**src/rtl/load_store_buffer_if.sv**
```systemverilog
// Handshake bundle between the load/store buffer and dispatch, the LS
// reservation station, the ROB, the memory controller and the LS CDB.
interface load_store_buffer_if;
   logic        _clear;
   logic        _disp_valid;
   logic [4:0]  _disp_rob_id;
   logic        _disp_is_store;
   logic [2:0]  _disp_funct3;
   logic        _lsb_full;
   logic        _rs_ready;
   logic [4:0]  _rs_rob_id;
   logic [31:0] _rs_st_value;
   logic [31:0] _rs_ptr_value;
   logic        _rob_commit;
   logic [4:0]  _rob_commit_id;
   logic        _st_ready;
   logic [4:0]  _st_rob_id;
   logic        _mem_req;
   logic        _mem_we;
   logic [31:0] _mem_addr;
   logic [31:0] _mem_wdata;
   logic [1:0]  _mem_len;
   logic        _mem_done;
   logic [31:0] _mem_rdata;
   logic        _cdb_ls_ready;
   logic [4:0]  _cdb_ls_rob_id;
   logic [31:0] _cdb_ls_value;

   modport slave (
      input  _clear, _disp_valid, _disp_rob_id, _disp_is_store, _disp_funct3,
      input  _rs_ready, _rs_rob_id, _rs_st_value, _rs_ptr_value,
      input  _rob_commit, _rob_commit_id, _mem_done, _mem_rdata,
      output _lsb_full, _st_ready, _st_rob_id,
      output _mem_req, _mem_we, _mem_addr, _mem_wdata, _mem_len,
      output _cdb_ls_ready, _cdb_ls_rob_id, _cdb_ls_value
   );

   modport master (
      output _clear, _disp_valid, _disp_rob_id, _disp_is_store, _disp_funct3,
      output _rs_ready, _rs_rob_id, _rs_st_value, _rs_ptr_value,
      output _rob_commit, _rob_commit_id, _mem_done, _mem_rdata,
      input  _lsb_full, _st_ready, _st_rob_id,
      input  _mem_req, _mem_we, _mem_addr, _mem_wdata, _mem_len,
      input  _cdb_ls_ready, _cdb_ls_rob_id, _cdb_ls_value
   );
endinterface

```
**src/rtl/load_store_buffer.sv**
```systemverilog
// In-order load/store queue: one memory access at a time from the head,
// loads broadcast on the LS CDB, stores issued only once committed.
module load_store_buffer #(
   parameter int DEPTH = 8
) (
   input logic                clk_in,
   input logic                rst_in,
   input logic                rdy_in,
   load_store_buffer_if.slave bus
);
   localparam int PW = $clog2(DEPTH);
   localparam int CW = PW + 1;

   typedef enum logic {IDLE = 1'b0, BUSY = 1'b1} state_e;

   logic        valid_q [DEPTH], valid_d [DEPTH];
   logic [4:0]  rob_id_q [DEPTH], rob_id_d [DEPTH];
   logic        is_store_q [DEPTH], is_store_d [DEPTH];
   logic [2:0]  funct3_q [DEPTH], funct3_d [DEPTH];
   logic        addr_ok_q [DEPTH], addr_ok_d [DEPTH];
   logic [31:0] addr_q [DEPTH], addr_d [DEPTH];
   logic [31:0] sdata_q [DEPTH], sdata_d [DEPTH];
   logic        committed_q [DEPTH], committed_d [DEPTH];

   logic [PW-1:0] head_q, head_d, tail_q, tail_d, idx;
   logic [CW-1:0] count_q, count_d, ncommit;
   state_e        state_q, state_d;
   logic          mem_req_q, mem_req_d, mem_we_q, mem_we_d;
   logic [31:0]   mem_addr_q, mem_addr_d, mem_wdata_q, mem_wdata_d;
   logic [1:0]    mem_len_q, mem_len_d;
   logic          cdb_ready_q, cdb_ready_d;
   logic [4:0]    cdb_rob_id_q, cdb_rob_id_d;
   logic [31:0]   cdb_value_q, cdb_value_d;
   logic          st_ready_q, st_ready_d;
   logic [4:0]    st_rob_id_q, st_rob_id_d;
   logic          busy_load_q, busy_load_d, drop_q, drop_d;
   logic [2:0]    busy_f3_q, busy_f3_d;
   logic [4:0]    busy_rob_q, busy_rob_d;
   logic          full, head_ok, push, pop, run;

   function automatic logic [31:0] ext_load(input logic [2:0] f3, input logic [31:0] d);
      case (f3)
         3'b000:  return {{24{d[7]}}, d[7:0]};
         3'b001:  return {{16{d[15]}}, d[15:0]};
         3'b100:  return {24'h0, d[7:0]};
         3'b101:  return {16'h0, d[15:0]};
         default: return d;
      endcase
   endfunction

   assign full = (count_q == CW'(DEPTH));
   // A load must not launch in a flush cycle; it is about to be discarded.
   assign head_ok = valid_q[head_q] && addr_ok_q[head_q] &&
                    (is_store_q[head_q] ? committed_q[head_q] : !bus._clear);

   always_comb begin
      valid_d = valid_q;  rob_id_d = rob_id_q;  is_store_d = is_store_q;
      funct3_d = funct3_q;  addr_ok_d = addr_ok_q;  addr_d = addr_q;
      sdata_d = sdata_q;  committed_d = committed_q;
      head_d = head_q;  state_d = state_q;
      mem_req_d = mem_req_q;  mem_we_d = mem_we_q;  mem_addr_d = mem_addr_q;
      mem_wdata_d = mem_wdata_q;  mem_len_d = mem_len_q;
      cdb_ready_d = 1'b0;  cdb_rob_id_d = cdb_rob_id_q;  cdb_value_d = cdb_value_q;
      st_ready_d = 1'b0;  st_rob_id_d = st_rob_id_q;
      busy_load_d = busy_load_q;  busy_f3_d = busy_f3_q;  busy_rob_d = busy_rob_q;
      drop_d = drop_q;
      push = 1'b0;  pop = 1'b0;  run = 1'b1;  ncommit = '0;  idx = head_q;

      // Committed stores form a contiguous run starting at the head.
      for (int k = 0; k < DEPTH; k++) begin
         idx = head_q + PW'(k);
         if (run && valid_q[idx] && committed_q[idx]) ncommit = ncommit + CW'(1);
         else run = 1'b0;
      end

      if (bus._clear) begin
         for (int i = 0; i < DEPTH; i++)
            if (!(valid_q[i] && committed_q[i])) valid_d[i] = 1'b0;
         if (state_q == BUSY && busy_load_q) drop_d = 1'b1;
      end else begin
         if (bus._disp_valid && !full) begin
            push                = 1'b1;
            valid_d[tail_q]     = 1'b1;
            rob_id_d[tail_q]    = bus._disp_rob_id;
            is_store_d[tail_q]  = bus._disp_is_store;
            funct3_d[tail_q]    = bus._disp_funct3;
            addr_ok_d[tail_q]   = 1'b0;
            committed_d[tail_q] = 1'b0;
         end
         for (int i = 0; i < DEPTH; i++) begin
            if (bus._rs_ready && valid_q[i] && rob_id_q[i] == bus._rs_rob_id) begin
               addr_ok_d[i] = 1'b1;
               addr_d[i]    = bus._rs_ptr_value;
               sdata_d[i]   = bus._rs_st_value;
               if (is_store_q[i]) begin
                  st_ready_d  = 1'b1;
                  st_rob_id_d = rob_id_q[i];
               end
            end
            if (bus._rob_commit && valid_q[i] && is_store_q[i] &&
                rob_id_q[i] == bus._rob_commit_id)
               committed_d[i] = 1'b1;
         end
      end

      case (state_q)
         IDLE: if (head_ok) begin
            state_d     = BUSY;
            mem_req_d   = 1'b1;
            mem_we_d    = is_store_q[head_q];
            mem_addr_d  = addr_q[head_q];
            mem_wdata_d = sdata_q[head_q];
            mem_len_d   = funct3_q[head_q][1:0];
            busy_load_d = !is_store_q[head_q];
            busy_f3_d   = funct3_q[head_q];
            busy_rob_d  = rob_id_q[head_q];
            drop_d      = 1'b0;
         end
         BUSY: if (bus._mem_done) begin
            state_d   = IDLE;
            mem_req_d = 1'b0;
            drop_d    = 1'b0;
            // A flushed load's entry is already gone; nothing to pop or broadcast.
            if (!(busy_load_q && (drop_q || bus._clear))) begin
               pop            = 1'b1;
               valid_d[head_q] = 1'b0;
               head_d         = head_q + PW'(1);
               if (busy_load_q) begin
                  cdb_ready_d  = 1'b1;
                  cdb_rob_id_d = busy_rob_q;
                  cdb_value_d  = ext_load(busy_f3_q, bus._mem_rdata);
               end
            end
         end
         default: state_d = IDLE;
      endcase

      tail_d  = bus._clear ? head_q + ncommit[PW-1:0] : tail_q + PW'(push);
      count_d = (bus._clear ? ncommit : count_q + CW'(push)) - CW'(pop);
   end

   always_ff @(posedge clk_in) begin
      if (rst_in) begin
         valid_q <= '{default: 1'b0};
         head_q <= '0;  tail_q <= '0;  count_q <= '0;  state_q <= IDLE;
         mem_req_q <= 1'b0;  mem_we_q <= 1'b0;  mem_addr_q <= '0;
         mem_wdata_q <= '0;  mem_len_q <= '0;
         cdb_ready_q <= 1'b0;  cdb_rob_id_q <= '0;  cdb_value_q <= '0;
         st_ready_q <= 1'b0;  st_rob_id_q <= '0;
         busy_load_q <= 1'b0;  busy_f3_q <= '0;  busy_rob_q <= '0;  drop_q <= 1'b0;
      end else if (rdy_in) begin
         valid_q <= valid_d;
         head_q <= head_d;  tail_q <= tail_d;  count_q <= count_d;  state_q <= state_d;
         mem_req_q <= mem_req_d;  mem_we_q <= mem_we_d;  mem_addr_q <= mem_addr_d;
         mem_wdata_q <= mem_wdata_d;  mem_len_q <= mem_len_d;
         cdb_ready_q <= cdb_ready_d;  cdb_rob_id_q <= cdb_rob_id_d;  cdb_value_q <= cdb_value_d;
         st_ready_q <= st_ready_d;  st_rob_id_q <= st_rob_id_d;
         busy_load_q <= busy_load_d;  busy_f3_q <= busy_f3_d;  busy_rob_q <= busy_rob_d;
         drop_q <= drop_d;
      end
   end

   // Entry payload is qualified by valid_q, so it needs no reset.
   always_ff @(posedge clk_in) begin
      if (rdy_in) begin
         rob_id_q <= rob_id_d;  is_store_q <= is_store_d;  funct3_q <= funct3_d;
         addr_ok_q <= addr_ok_d;  addr_q <= addr_d;  sdata_q <= sdata_d;
         committed_q <= committed_d;
      end
   end

   assign bus._lsb_full      = full;
   assign bus._st_ready      = st_ready_q;
   assign bus._st_rob_id     = st_rob_id_q;
   assign bus._mem_req       = mem_req_q;
   assign bus._mem_we        = mem_we_q;
   assign bus._mem_addr      = mem_addr_q;
   assign bus._mem_wdata     = mem_wdata_q;
   assign bus._mem_len       = mem_len_q;
   assign bus._cdb_ls_ready  = cdb_ready_q;
   assign bus._cdb_ls_rob_id = cdb_rob_id_q;
   assign bus._cdb_ls_value  = cdb_value_q;
endmodule

```
**src/flat_wrapper.sv**
```systemverilog
// flat-port wrapper written by rule: the top's interface ports become plain ports
module load_store_buffer_flat 
#(
   parameter int DEPTH = 8
)
  (clk_in, rst_in, rdy_in, bus__clear, bus__disp_valid, bus__disp_rob_id, bus__disp_is_store, bus__disp_funct3, bus__rs_ready, bus__rs_rob_id, bus__rs_st_value, bus__rs_ptr_value, bus__rob_commit, bus__rob_commit_id, bus__mem_done, bus__mem_rdata, bus__lsb_full, bus__st_ready, bus__st_rob_id, bus__mem_req, bus__mem_we, bus__mem_addr, bus__mem_wdata, bus__mem_len, bus__cdb_ls_ready, bus__cdb_ls_rob_id, bus__cdb_ls_value);
  load_store_buffer_if bus_i ();
  input logic clk_in;
  input logic rst_in;
  input logic rdy_in;
  input wire logic [$bits(bus_i._clear)-1:0] bus__clear;
  input wire logic [$bits(bus_i._disp_valid)-1:0] bus__disp_valid;
  input wire logic [$bits(bus_i._disp_rob_id)-1:0] bus__disp_rob_id;
  input wire logic [$bits(bus_i._disp_is_store)-1:0] bus__disp_is_store;
  input wire logic [$bits(bus_i._disp_funct3)-1:0] bus__disp_funct3;
  input wire logic [$bits(bus_i._rs_ready)-1:0] bus__rs_ready;
  input wire logic [$bits(bus_i._rs_rob_id)-1:0] bus__rs_rob_id;
  input wire logic [$bits(bus_i._rs_st_value)-1:0] bus__rs_st_value;
  input wire logic [$bits(bus_i._rs_ptr_value)-1:0] bus__rs_ptr_value;
  input wire logic [$bits(bus_i._rob_commit)-1:0] bus__rob_commit;
  input wire logic [$bits(bus_i._rob_commit_id)-1:0] bus__rob_commit_id;
  input wire logic [$bits(bus_i._mem_done)-1:0] bus__mem_done;
  input wire logic [$bits(bus_i._mem_rdata)-1:0] bus__mem_rdata;
  output wire logic [$bits(bus_i._lsb_full)-1:0] bus__lsb_full;
  output wire logic [$bits(bus_i._st_ready)-1:0] bus__st_ready;
  output wire logic [$bits(bus_i._st_rob_id)-1:0] bus__st_rob_id;
  output wire logic [$bits(bus_i._mem_req)-1:0] bus__mem_req;
  output wire logic [$bits(bus_i._mem_we)-1:0] bus__mem_we;
  output wire logic [$bits(bus_i._mem_addr)-1:0] bus__mem_addr;
  output wire logic [$bits(bus_i._mem_wdata)-1:0] bus__mem_wdata;
  output wire logic [$bits(bus_i._mem_len)-1:0] bus__mem_len;
  output wire logic [$bits(bus_i._cdb_ls_ready)-1:0] bus__cdb_ls_ready;
  output wire logic [$bits(bus_i._cdb_ls_rob_id)-1:0] bus__cdb_ls_rob_id;
  output wire logic [$bits(bus_i._cdb_ls_value)-1:0] bus__cdb_ls_value;
  assign bus_i._clear = bus__clear;
  assign bus_i._disp_valid = bus__disp_valid;
  assign bus_i._disp_rob_id = bus__disp_rob_id;
  assign bus_i._disp_is_store = bus__disp_is_store;
  assign bus_i._disp_funct3 = bus__disp_funct3;
  assign bus_i._rs_ready = bus__rs_ready;
  assign bus_i._rs_rob_id = bus__rs_rob_id;
  assign bus_i._rs_st_value = bus__rs_st_value;
  assign bus_i._rs_ptr_value = bus__rs_ptr_value;
  assign bus_i._rob_commit = bus__rob_commit;
  assign bus_i._rob_commit_id = bus__rob_commit_id;
  assign bus_i._mem_done = bus__mem_done;
  assign bus_i._mem_rdata = bus__mem_rdata;
  assign bus__lsb_full = bus_i._lsb_full;
  assign bus__st_ready = bus_i._st_ready;
  assign bus__st_rob_id = bus_i._st_rob_id;
  assign bus__mem_req = bus_i._mem_req;
  assign bus__mem_we = bus_i._mem_we;
  assign bus__mem_addr = bus_i._mem_addr;
  assign bus__mem_wdata = bus_i._mem_wdata;
  assign bus__mem_len = bus_i._mem_len;
  assign bus__cdb_ls_ready = bus_i._cdb_ls_ready;
  assign bus__cdb_ls_rob_id = bus_i._cdb_ls_rob_id;
  assign bus__cdb_ls_value = bus_i._cdb_ls_value;
  load_store_buffer #(.DEPTH(DEPTH)) u_core (.clk_in(clk_in), .rst_in(rst_in), .rdy_in(rdy_in), .bus(bus_i));
endmodule
```
**config.mk**
```make
export PLATFORM = sky130hd
export DESIGN_NAME = load_store_buffer_flat
export DESIGN_NICKNAME = d
export VERILOG_FILES = /design/src/rtl/load_store_buffer_if.sv /design/src/rtl/load_store_buffer.sv /design/src/flat_wrapper.sv
export SDC_FILE = /design/constraint.sdc
export NUM_CORES = 1
export LEC_CHECK = 0
export BUFFER_PORTS_ARGS = -buffer_cell sky130_fd_sc_hd__buf_2
export CORE_ASPECT_RATIO = 0.7
export CORE_MARGIN = 1
export CORE_UTILIZATION = 40
export DETAILED_ROUTE_END_ITERATION = 6
export PLACE_DENSITY = 0.63
export SYNTH_ARGS = -nofsm -noshare
export SYNTH_HDL_FRONTEND = slang
export SYNTH_SLANG_ARGS = --single-unit
```
**constraint.sdc**
```tcl
create_clock -name clk_in -period 9.2 [get_ports clk_in]
set_input_delay 1.84 -clock clk_in [delete_from_list [all_inputs] [get_ports clk_in]]
set_output_delay 1.84 -clock clk_in [all_outputs]
set_load 0.02 [all_outputs]
```
# After elaboration in Yosys (flattened, before gate mapping)
# Index checks and enable logic that the tools add are counted.
dict set report word_totals {
  out_inout_bits 113
  ff_bits 741
  input_bits 123
  elab_cells 438
}
dict set report op_classes {
  bitwise 18
  n_mux 166
  reduce_logical 121
  order_cmp 11
  n_eq_ne 22
  add_sub_neg 18
}
# operator n
set ops {}
lappend ops {{32-bit binary-select mux with 3-bit select} 2}
lappend ops {{32-bit two-way mux} 4}
lappend ops {{32-bit one-hot mux with 4 select lines} 1}
lappend ops {{5-bit two-way mux} 20}
lappend ops {{1-bit two-way mux} 90}
lappend ops {{3-bit AND reduction} 27}
lappend ops {{5-bit equality test} 16}
lappend ops {{1-bit logical AND} 70}
lappend ops {{8-bit two-way mux} 7}
lappend ops {{1-bit binary-select mux with 3-bit select} 18}
lappend ops {{40-bit bitwise mux} 1}
lappend ops {{4-bit greater-or-equal comparator, second input constant} 9}
lappend ops {{3-bit inverter with 4-bit output} 9}
lappend ops {{4-bit two-way mux} 8}
lappend ops {{2-bit nonzero test} 16}
lappend ops {{4-bit by 1-bit adder with 4-bit output, second input constant} 7}
lappend ops {{8-bit bitwise AND} 3}
lappend ops {{24-bit bitwise mux} 1}
lappend ops {{8-bit inverter} 2}
lappend ops {{5-bit binary-select mux with 3-bit select} 1}
lappend ops {{5-bit demux with 3-bit select} 1}
lappend ops {{3-bit adder, second input constant} 4}
lappend ops {{3-bit two-way mux} 4}
lappend ops {{3-bit binary-select mux with 3-bit select} 1}
lappend ops {{other kinds (24)} 34}

# Depth between registers and ports, before layout
dict set report logic_depth {
  ltp_word 29
  ltp_mapped 30
  mapped_depth_nobuf 26
}

# Worst setup path before layout
# Ideal clock, no wire load.
dict set report synth_path {
  path_type {register to register}
  start {register u_core.head_q[0]}
  end {register u_core.tail_q[2]}
  setup_time_ns 0.087
  required_ns 9.113
  period_less_slack_ns 6.208
  t_arrival_ns 6.121
  path_buffers 4
  path_stages_with_launch 31
  slack_ns 2.992
  path_cell_list {dfxtp_1 buf_2 buf_2 inv_2 ha_1 buf_4 nand3_1 o21ai_0 mux4_2 and2_1 ha_1 nor2b_1 a22o_2 xor2_1 ha_1 inv_1 a21boi_0 ha_1 mux2i_1 a21boi_0 ha_1 buf_2 xor2_1 mux2_2 ha_1 mux2i_1 fa_1 xnor2_1 xnor2_1 a22oi_1 o31ai_1}
}
dict set report synth_between {
  elab_cells_between_ends 102
  cone_classes {add/sub: 15; mux: 64; bitwise: 8; reduce/logical: 15}
}
# element line_no
set synth_lines {}
lappend synth_lines {{from (decl)} load_store_buffer.sv:25} ;# logic [PW-1:0] head_q, head_d, tail_q, tail_d, idx;
lappend synth_lines {{from (signal assigned)} load_store_buffer.sv:145} ;# head_q <= '0; tail_q <= '0; count_q <= '0; state_q <= IDLE;
lappend synth_lines {{from (signal assigned)} load_store_buffer.sv:153} ;# head_q <= head_d; tail_q <= tail_d; count_q <= count_d; state_q <= state_d;
lappend synth_lines {{3-bit adder (*)} load_store_buffer.sv:71} ;# idx = head_q + PW'(k);
lappend synth_lines {{named net u_core.idx[0]} load_store_buffer.sv:25}
lappend synth_lines {{3-bit inverter with 4-bit output (not written as such) (*)} load_store_buffer.sv:72} ;# if (run && valid_q[idx] && committed_q[idx]) ncommit = ncommit + CW'(1);
lappend synth_lines {{1-bit binary-select mux with 3-bit select} load_store_buffer.sv:72}
lappend synth_lines {{1-bit two-way mux (not written as such) (2 in series)} load_store_buffer.sv:72}
lappend synth_lines {{1-bit logical AND} load_store_buffer.sv:72}
lappend synth_lines {{1-bit logical AND (*)} load_store_buffer.sv:72}
lappend synth_lines {{4-bit two-way mux (*)} load_store_buffer.sv:72}
lappend synth_lines {{3-bit adder (*)} load_store_buffer.sv:138} ;# tail_d = bus._clear ? head_q + ncommit[PW-1:0] : tail_q + PW'(push);
lappend synth_lines {{3-bit two-way mux (*)} load_store_buffer.sv:138}
lappend synth_lines {{to (signal assigned)} load_store_buffer.sv:145}
lappend synth_lines {{to (signal assigned)} load_store_buffer.sv:153}
lappend synth_lines {{to (decl)} load_store_buffer.sv:25}
# Mark *: on every way through the listed nets, which the timed path passes. The rest lies on a longest branch. The select of a mux whose other input is x is not followed.
# A chain may end at the register's enable or synchronous reset.

# Worst setup path after layout
dict set report layout_path {
  start {register u_core.head_q[0]}
  end {register u_core.tail_q[1]}
}
dict set report layout_between {
  elab_chain_cells 29
  elab_cells_between_ends 102
  cone_classes {add/sub: 15; mux: 64; bitwise: 8; reduce/logical: 15}
}
# element line_no
set layout_lines {}
lappend layout_lines {{parallel branches: the longest is 27 deep, another holds 4-bit by 1-bit adder with 4-bit output} --}
lappend layout_lines {{3-bit adder (*)} load_store_buffer.sv:138}
lappend layout_lines {{3-bit two-way mux (*)} load_store_buffer.sv:138}
# Mark *: on every way between the ends. The select of a mux whose other input is x is not followed.

==> flow_metrics.tcl <==
set metrics [dict create \
    root_buffer "clkbuf_16" \
    clk_pin_slew_ns 0.06 \
    setup_slack_ns 2.13 \
    synth_xor_area_share_pct 2.71 \
    h-tree-depth 3 \
    grt_pass1_vias 18000 \
    worstPathMaxFanout 29 \
    cts_hold_buf 0 \
    path_class "flop to flop" \
    post_cts_resized 0 \
    cp.required_ns 9.73 \
    min_period_over_period_pct 76.9 \
    die-area_mm2 0.0769 \
    drt-initial-drc-count 1456 \
    drv_cap 0 \
    final_nets 2301 \
    core_mm2 0.0750 \
    seq_power_share_pct 51.6 \
    io_buffers 235 \
    hold_path_class "flop to flop" \
    synth_edf_count 600 \
    post-route-util_pct 46.9 \
    grt_max_degree 138 \
    synthSimpleGateAreaFrac_pct 7.65 \
    setup_viol 0 \
    finClkSkew_ns 0.0358 \
    vias_per_cell 5.58 \
    num_rows 84 \
    hold_violations 0 \
    ys_types 70 \
    synth_compound_area_share_pct 5.11 \
    grt.overflow.total 0 \
    layout_commonest_cell "edfxtp_1" \
    start_util_pct 40.4 \
    rsz0062_at_grt "no" \
    drt_first_pass_iters 5 \
    crit_arrival_ns 7.60 \
    ys.warnings.count 0 \
    report.final.slew_viol_count 0 \
    wl_per_cell_um 23.8 \
    p_int_mw 5.60 \
    cts_max_path_buffers 3 \
    post-place-ws_ns 2.09 \
    p_sw_share_pct 20.4 \
    cts_setup_buffers 0 \
    totalWireLength_mm 76.6 \
    synth_top_family_by_area "multiplexers" \
    power_frac_comb_pct 2.2 \
    synth_seq_area_share_pct 68.6 \
    synth_area_per_cell_um2 15.6 \
    dr_total_vias 17900 \
    power.net_switching_mw 1.43 \
    async_flop_share_pct 0 \
    fin_cells 3214 \
    p_leak_nw 11.9 \
    globalplace.congestion 0.908 \
    cts_sinks 739 \
    ant_nets 0 \
    drive_gt1_share_pct 26.1 \
    fin_crit_ns 7.07 \
    synth_top_area_share_pct 59.5 \
    yosys.area_share.adder_pct 0.809 \
    power.density_mw_per_mm2 200 \
    ys.flop_type "edfxtp_1" \
    grt_pass1_wl_mm 113 \
    dp.cells 3072 \
    drc 0 \
    synth_mux_area_share_pct 13.0 \
    cp-start-kind "flop" \
    ys_seq_elements 739 \
    synth_largest_area_cell "edfxtp_1" \
    grt_antenna_before_repair 14 \
    synth_area_mm2 0.0303 \
    worst_pin_slew_ns 1.20 \
    syn2layout_area_growth_pct 16.2 \
    critPathCaptureType "flop" \
    max_freq_ghz 0.141 \
    clkPwrFrac_pct 46.2 \
    dp_hpwl_mm 46.3 \
    synthCells 1945 \
    tritoncts "yes" \
    track_usage_pct 19.9 \
    io_pins 236 \
    maxSlewHeadroom_pct 19.7 \
    synth_nets 2087 \
    cts_buffers 74 \
    synth_area_leaders "edfxtp_1, mux4_2, dfxtp_1" \
    tns_ns 0 \
    fp.dieH_um 232 \
    vdd_drop_max_mv 0.153 \
    outcome "complete, no violations" \
    hold_slack_ns 0.454 \
    clk_latency_ns 0.64 \
    die-width_um 331 \
    mostFrequentLayoutCells "edfxtp_1, nand2_1, buf_2" \
]
==> routing by layer <==
layer	wire (um)	global-route usage (%)	part of all wire, %	up-vias
li1	-	-	-	7970
met1	33200	27.6	43	9114
met2	34400	30.0	45	691
met3	6890	5.94	9.0	154
met4	1950	6.36	2.5	18
met5	121	0	0.16	-
==> state kept, by name (all words and copies together) (netlist names), 3 cells and up <==
name / cells
u_core.bus._cdb_ls_value: 32
u_core.bus._st_rob_id: 5
u_core.busy_f3_q: 3
u_core.bus._cdb_ls_rob_id: 5
u_core.sdata_q: 256
u_core.funct3_q: 24
u_core.is_store_q: 8
u_core.rob_id_q: 40
u_core.busy_rob_q: 5
u_core.tail_q: 3
u_core.count_q: 4
u_core.head_q: 3
u_core.bus._mem_wdata: 32
u_core.committed_q: 8
u_core.bus._mem_addr: 32
u_core.addr_ok_q: 8
u_core.addr_q: 256
u_core.valid_q: 8
==> worst paths after layout <==
kind	end	cells past startpoint	from	slack (ns)
worst max-delay path	u_core.tail_q[1]	24	u_core.head_q[0]	2.13
worst min-delay path	u_core.bus._cdb_ls_rob_id[3]	2	u_core.bus._cdb_ls_rob_id[3]	0.45
worst max register to register	u_core.tail_q[1]	24	u_core.head_q[0]	2.13
worst min register to register	u_core.bus._cdb_ls_rob_id[3]	2	u_core.bus._cdb_ls_rob_id[3]	0.45
==> cells in the mapped netlist (10+ instances only) <==
| cell type | number |
|---|---|
| nor4_1 | 14 |
| mux2i_1 | 20 |
| buf_2 | 16 |
| nor3_1 | 25 |
| buf_1 | 14 |
| edfxtp_1 | 600 |
| o211ai_1 | 10 |
| inv_1 | 25 |
| dfxtp_1 | 139 |
| xor2_1 | 62 |
| nor2_1 | 165 |
| o21ai_0 | 20 |
| a21oi_1 | 61 |
| xnor2_1 | 28 |
| nand3_1 | 25 |
| nand2_1 | 242 |
| a311oi_1 | 72 |
| clkbuf_1 | 88 |
| and3_1 | 15 |
| ha_1 | 18 |
| mux4_2 | 161 |
| nand4_1 | 12 |
==> power by group through the flow <==
stage	registers, mW	clock network (mW)	logic (mW)
after floorplan	3.70	0	0.0650
after global placement	3.70	0	0.147
after detailed placement	3.70	0	0.153
after CTS	3.63	3.33	0.154
after global routing	3.63	3.45	0.168
final	3.63	3.25	0.154
==> metrics by stage <==
step,cell area [um2],power [mW]
after floorplan,30300,3.76
after global placement,32500,3.84
after detailed placement,32500,3.85
after CTS,35200,7.11
after global routing,35200,7.24
final,35200,7.03
==> cells by family after synthesis <==
family / after synthesis
flops: 739
simple gates: 536
mux: 190
xor+xnor: 92
fa+ha+maj: 19
buf+inv: 154
compound gates: 215
==> cell type report <==
cell class | instances | area (um2)
diodes | 5 | 12.5
fillers | 6395 | 39800
multi-input cells | 1052 | 8940
repair buffers | 264 | 1410
flip-flops and latches | 739 | 20800
well taps | 989 | 1240
clock buffers | 96 | 2120
inverters | 28 | 111
clock inverters | 41 | 561
==> worst max-delay path, cell delays in order (launching register included) <==
cell      delay [ns]
dfxtp_4         0.72
buf_4           0.57
mux4_2          0.64
mux2i_1         0.34
nor2_1          0.12
and2_1          0.15
ha_1            0.24
nor2b_1         0.16
a22o_2          0.35
xor2_1          0.17
ha_1            0.31
inv_1           0.06
a21boi_0        0.16
ha_1            0.29
mux2i_1         0.14
a21boi_0        0.13
ha_1            0.42
xor2_1          0.19
mux2_2          0.28
ha_1            0.29
mux2i_1         0.34
fa_1            0.46
nor2_1          0.11
a21oi_1         0.06
a211oi_1        0.26
(Power assumes the default switching activity.)
